### src/rtl/div_pkg.sv
// Shared definitions for the iterative divider: FSM encoding and the signed
// magnitude helper used when latching operands.
package div_pkg;

    typedef enum logic [1:0] {
        S_IDLE = 2'd0,
        S_CALC = 2'd1,
        S_DONE = 2'd2
    } state_t;

    // Callers sign-extend into ABS_W bits and truncate the result back to WIDTH;
    // this keeps a single helper usable for any WIDTH up to ABS_W.
    localparam int ABS_W = 64;

    function automatic logic [ABS_W-1:0] abs_val(input logic [ABS_W-1:0] x);
        return x[ABS_W-1] ? (~x + 64'd1) : x;
    endfunction

endpackage

### src/rtl/div_step.sv
// One restoring-division step: shift in the next dividend bit, trial-subtract
// the divisor, keep the difference unless it borrowed.
module div_step #(
    parameter int WIDTH = 32
) (
    input  logic [WIDTH:0]   rem_in,
    input  logic             bit_in,
    input  logic [WIDTH-1:0] divisor,
    output logic [WIDTH:0]   rem_out,
    output logic             q_bit
);

    logic [WIDTH+1:0] shifted;
    logic [WIDTH+1:0] diff;

    always_comb begin
        shifted = {rem_in, bit_in};
        diff    = shifted - {2'b00, divisor};
        q_bit   = ~diff[WIDTH+1];
        rem_out = q_bit ? diff[WIDTH:0] : shifted[WIDTH:0];
    end

endmodule

### src/rtl/iter_divider.sv
// Multi-cycle restoring divider with optional signed mode and ready/valid
// handshakes; one operation in flight, BITS_PER_CYCLE quotient bits per edge.
module iter_divider
    import div_pkg::*;
#(
    parameter int WIDTH          = 32,
    parameter int BITS_PER_CYCLE = 1,
    parameter bit SIGNED_EN      = 1'b0
) (
    input  logic             clk,
    input  logic             reset,
    input  logic             i_valid,
    output logic             i_ready,
    input  logic [WIDTH-1:0] i_payload_dividend,
    input  logic [WIDTH-1:0] i_payload_divisor,
    input  logic             i_payload_signed,
    output logic             o_valid,
    input  logic             o_ready,
    output logic [WIDTH-1:0] o_payload_quotient,
    output logic [WIDTH-1:0] o_payload_remainder,
    output logic             o_payload_div_by_zero
);

    localparam int N  = WIDTH / BITS_PER_CYCLE;
    localparam int CW = $clog2(N + 1);

    state_t           state, state_nxt;
    logic [CW-1:0]    cnt;
    logic [WIDTH:0]   rem_r;
    logic [WIDTH-1:0] dvd_r, dvs_r;
    logic             neg_q, neg_r;

    logic             accept, last, sgn;
    logic [WIDTH-1:0] mag_a, mag_b;

    assign accept = i_valid && i_ready;
    assign last   = (state == S_CALC) && (cnt == CW'(N - 1));
    assign sgn    = SIGNED_EN && i_payload_signed;

    always_comb begin
        mag_a = i_payload_dividend;
        mag_b = i_payload_divisor;
        if (sgn) begin
            mag_a = WIDTH'(abs_val(ABS_W'(signed'(i_payload_dividend))));
            mag_b = WIDTH'(abs_val(ABS_W'(signed'(i_payload_divisor))));
        end
    end

    // Step chain: stage 0 consumes the current MSB of the dividend shift register.
    logic [WIDTH:0]          rem_c [BITS_PER_CYCLE+1];
    logic [BITS_PER_CYCLE-1:0] qbits;
    logic [WIDTH-1:0]        dvd_nxt;
    logic [WIDTH-1:0]        rem_fin;

    assign rem_c[0] = rem_r;

    for (genvar j = 0; j < BITS_PER_CYCLE; j++) begin : g_step
        div_step #(.WIDTH(WIDTH)) u_step (
            .rem_in  (rem_c[j]),
            .bit_in  (dvd_r[WIDTH-1-j]),
            .divisor (dvs_r),
            .rem_out (rem_c[j+1]),
            .q_bit   (qbits[BITS_PER_CYCLE-1-j])
        );
    end

    // Quotient bits shift into the LSBs as dividend bits leave the MSBs.
    assign dvd_nxt = (dvd_r << BITS_PER_CYCLE) | WIDTH'(qbits);
    assign rem_fin = rem_c[BITS_PER_CYCLE][WIDTH-1:0];

    always_comb begin
        state_nxt = state;
        i_ready   = 1'b0;
        o_valid   = 1'b0;
        case (state)
            S_IDLE: begin
                i_ready = 1'b1;
                if (i_valid)
                    state_nxt = (i_payload_divisor == '0) ? S_DONE : S_CALC;
            end
            S_CALC: if (last) state_nxt = S_DONE;
            S_DONE: begin
                o_valid = 1'b1;
                if (o_ready) state_nxt = S_IDLE;
            end
            default: state_nxt = S_IDLE;
        endcase
    end

    always_ff @(posedge clk) begin
        if (reset) state <= S_IDLE;
        else       state <= state_nxt;
    end

    always_ff @(posedge clk) begin
        if (reset) begin
            cnt                   <= '0;
            rem_r                 <= '0;
            dvd_r                 <= '0;
            dvs_r                 <= '0;
            neg_q                 <= 1'b0;
            neg_r                 <= 1'b0;
            o_payload_quotient    <= '0;
            o_payload_remainder   <= '0;
            o_payload_div_by_zero <= 1'b0;
        end else begin
            case (state)
                S_IDLE: if (accept) begin
                    cnt   <= '0;
                    rem_r <= '0;
                    if (i_payload_divisor == '0) begin
                        o_payload_quotient    <= '1;
                        o_payload_remainder   <= '1;
                        o_payload_div_by_zero <= 1'b1;
                    end else begin
                        dvd_r                 <= mag_a;
                        dvs_r                 <= mag_b;
                        neg_q                 <= sgn && (i_payload_dividend[WIDTH-1] ^ i_payload_divisor[WIDTH-1]);
                        neg_r                 <= sgn && i_payload_dividend[WIDTH-1];
                        o_payload_div_by_zero <= 1'b0;
                    end
                end
                S_CALC: begin
                    rem_r <= rem_c[BITS_PER_CYCLE];
                    dvd_r <= dvd_nxt;
                    cnt   <= cnt + CW'(1);
                    // Sign fix-up folds into the last step so DONE follows immediately.
                    if (last) begin
                        o_payload_quotient  <= neg_q ? -dvd_nxt : dvd_nxt;
                        o_payload_remainder <= neg_r ? -rem_fin : rem_fin;
                    end
                end
                default: ;
            endcase
        end
    end

endmodule

### config.mk
export PLATFORM = sky130hd
export DESIGN_NAME = iter_divider
export DESIGN_NICKNAME = d
export VERILOG_FILES = /design/src/rtl/div_pkg.sv /design/src/rtl/div_step.sv /design/src/rtl/iter_divider.sv
export SDC_FILE = /design/constraint.sdc
export NUM_CORES = 1
export LEC_CHECK = 0
export ABC_CLOCK_PERIOD_IN_PS = 8300
export BUFFER_PORTS_ARGS = -buffer_cell sky130_fd_sc_hd__buf_2
export CELL_PAD_IN_SITES_DETAIL_PLACEMENT = 1
export CELL_PAD_IN_SITES_GLOBAL_PLACEMENT = 1
export CORE_ASPECT_RATIO = 1.5
export CORE_MARGIN = 2
export CORE_UTILIZATION = 45
export CTS_BUF_LIST = sky130_fd_sc_hd__clkbuf_8
export DETAILED_ROUTE_END_ITERATION = 6
export GPL_ROUTABILITY_DRIVEN = 0
export PLACE_DENSITY_LB_ADDON = 0.1
export SKIP_LAST_GASP = 1
export SLEW_MARGIN = 20
export SYNTH_ARGS = -nofsm -noshare
export SYNTH_HDL_FRONTEND = slang
export SYNTH_SLANG_ARGS = --single-unit
### constraint.sdc
create_clock -name clk -period 8.3 [get_ports clk]
set_clock_uncertainty 0.2 [all_clocks]
set_input_delay 1.66 -clock clk [delete_from_list [all_inputs] [get_ports clk]]
set_output_delay 1.66 -clock clk [all_outputs]
set_load 0.02 [all_outputs]
==> impl_results.md <==
- Final instance area: 0.00944 mm^2
- Warnings, synthesis: 0
- Slew margin rel.: 0.318
- Largest net degree at the start of global routing: 95
- EDFF count, synth: 0
- Worst Path Required: 8.46 ns
- Drt pass-1 iters: 4
- Reported max-cap violation count: 0
- Top FF cell, synth: dfxtp_1
- Placed wire-length estimate: 16600 um
- CTS sink cnt: 170
- CP Cell Sequence: buf_2 > nor4_1 > nand4_1 > nor2_1 > a31oi_1 > nor2_4 > buf_4 > nor2_1 > a311oi_1
- Mean post-synth cell area: 7.94 um^2
- GRT overflow: 0
- Worst-skew pair later-pin latency: 0.46 ns
- Critical Path AT: 4.88 ns
- Die X-Extent: 115 um
- Fin crit share: 0.568
- DRT iter0 DRCs: 302
- Core area: 0.0180 mm^2
- Peak Freq: 212 MHz
- WL/cell: 17.0 um
- Post-Syn Nets: 1148
- PostCTS Resize Cnt: 0
- Critical path fanouts, max: 61
- Pwr Density: 326 mW/mm^2
- CTS root buf: clkbuf_8
- CP max stage delay: 0.72 ns
- Antenna diodes: 0
- Count of antenna-violating nets left after detailed routing: 0
- Pins Over Slew Limit: 0
- Die span in y: 170 um
- CP most frequent cell: nor2_1
- Synthesized cell area: 0.00830 mm^2
- Area delta synth->final: 13.7%
- Cell variety after synth: 56
- H-tree levels: 4
- Residual DRC: 0
- Initial antenna violation count: 1
- CTS max path bufs: 2
- Num CTS Buffers: 17
- Setup TNS Final: 0 ns
- Starting Density: 0.461
- Seq/Total Area, Yosys: 0.410
- Final Util: 0.524
- Routed via count: 7698
- CP delay by family, top: simple AND/OR/NAND/NOR gates
- Kind of critical path: in -> reg
- Vias per cell: 5.61
- WP buf/inv: 2
- Most common cell after layout, fill and taps aside: nand2_1
- CP startpoint kind: input port
- CP endpoint kind: flop
- Slowest CP cell: nor2_4
- Die Area: 0.0196 mm^2
- Layout cell share with drive strength beyond 1: 0.163
- DP Area: 0.00908 mm^2
- Max VDD drop: 0.237 mV
- All-Layer GR Usage: 0.248
- Global-route wire length before repair: 39000 um
- Outcome: finished clean
- Min Tclk post-route: 4.72 ns
- Port Buffer Count: 134
- Ports: 136
- Final WL: 23300 um
- Hold_buf cts: 0
- Final hold vios: 0
- Static leakage: 3.90 nW
- Slew @ Worst Pin: 1.02 ns
- Core Rows: 60
- Unrepaired setup endpoints after global routing: no
- Worst min path class: reg -> reg
- Endpoints failing setup: 0
- Vias in the first global route: 8075
- Clock Pin Slew Worst Setup and Hold Paths: 0.09 ns
- Ys async rst share: 0
- Nets: 1244
- Post-CTS Setup Bufs: 0
- CTS tree: built
- Cell count after synthesis: 1045
- Synthesis-stage register bit count: 170
- Most frequent cells in the layout: 187 x nand2_1, 170 x dfxtp_1, 155 x nor2_1, 133 x buf_2, 66 x a211oi_1
==> layer usage <==
layer | wire length, um | GRT usage | vias up
met4 | 518 | 0.0885 | 2
met5 | 16 | 0 | -
met3 | 805 | 0.0452 | 30
met2 | 12500 | 0.475 | 123
met1 | 9430 | 0.267 | 3711
li1 | - | - | 3832
==> worst paths after layout <==
kind / start / end / slack [ns] / cells past startpoint
setup reg to reg: dvs_r[20] / o_payload_remainder[3] / 3.93 / 12
setup / recovery: i_payload_divisor[23] / o_payload_remainder[24] / 3.58 / 9
hold reg to reg: dvs_r[7] / dvs_r[7] / 0.26 / 2
hold / removal: dvs_r[7] / dvs_r[7] / 0.26 / 2
==> cells in the mapped netlist (4+ instances only) <==
cell	number	area, um^2
nand2_1	187	702
xnor2_1	17	149
dfxtp_1	170	3400
a311oi_1	34	298
a21oi_1	64	320
ha_1	33	413
nor2_1	161	604
o21bai_1	5	37.5
a211oi_1	66	495
o21ai_1	31	155
buf_1	4	15.0
nor4_1	8	50.1
o211ai_1	4	30.0
o21a_1	5	37.5
o21ai_0	18	90.1
a21o_1	11	82.6
mux2i_1	29	290
nand4_1	7	43.8
nand2b_1	5	31.3
xor2_1	12	105
nand3_1	18	90.1
nor3_1	5	25.0
clkbuf_1	57	214
inv_1	42	158
==> sequential cells by signal, summed over array words and instances (netlist names) <==
register and flops:
cnt 6, o_payload_remainder 32, dvd_r 32, rem_r 33, o_payload_quotient 32, o_payload_div_by_zero 1, state 2, dvs_r 32
==> stage by stage <==
step	setup slack, ns	std cells	hold slack, ns	power (W)
finish	3.58	1371	0.259	0.00308
detailed placement	3.06	1339	0.250	0.00255
CTS	3.56	1371	0.263	0.00311
floorplan	4.69	1045	0.236	0.00221
global route	3.29	1371	0.283	0.00330
global placement	3.16	1339	0.243	0.00253
==> report_power, final <==
part / leakage (nW) / switching, W / total, W / internal (W)
clock: 0.186 / 0.000319 / 0.000544 / 0.000225
sequential: 1.38 / 0.0000529 / 0.000934 / 0.000881
combinational: 2.33 / 0.000949 / 0.00160 / 0.000650
==> worst min-delay path: stages, from the launching register on <==
cell and delay (ns):
dfxtp_1 0.32, nand2_1 0.05, a21oi_1 0.05
==> cells by family after synthesis <==
kind of cell             synth area share
AO/OA/AOI/OAI                       0.214
adder cells (fa/ha/maj)            0.0521
buffers and inverters              0.0518
AND/OR/NAND/NOR                     0.199
multiplexers                       0.0390
XOR/XNOR                           0.0339
flip-flops                          0.410
==> area by class of cell <==
class / count / area (um^2)
fillers: 2310 / 8580
multi-input cells: 767 / 4510
flip-flops and latches: 170 / 3400
repair buffers: 143 / 741
well taps: 217 / 272
clock buffers: 19 / 262
inverters: 42 / 158
clock inverters: 13 / 93.8
Note: power is estimated with default switching activity, not from simulation.
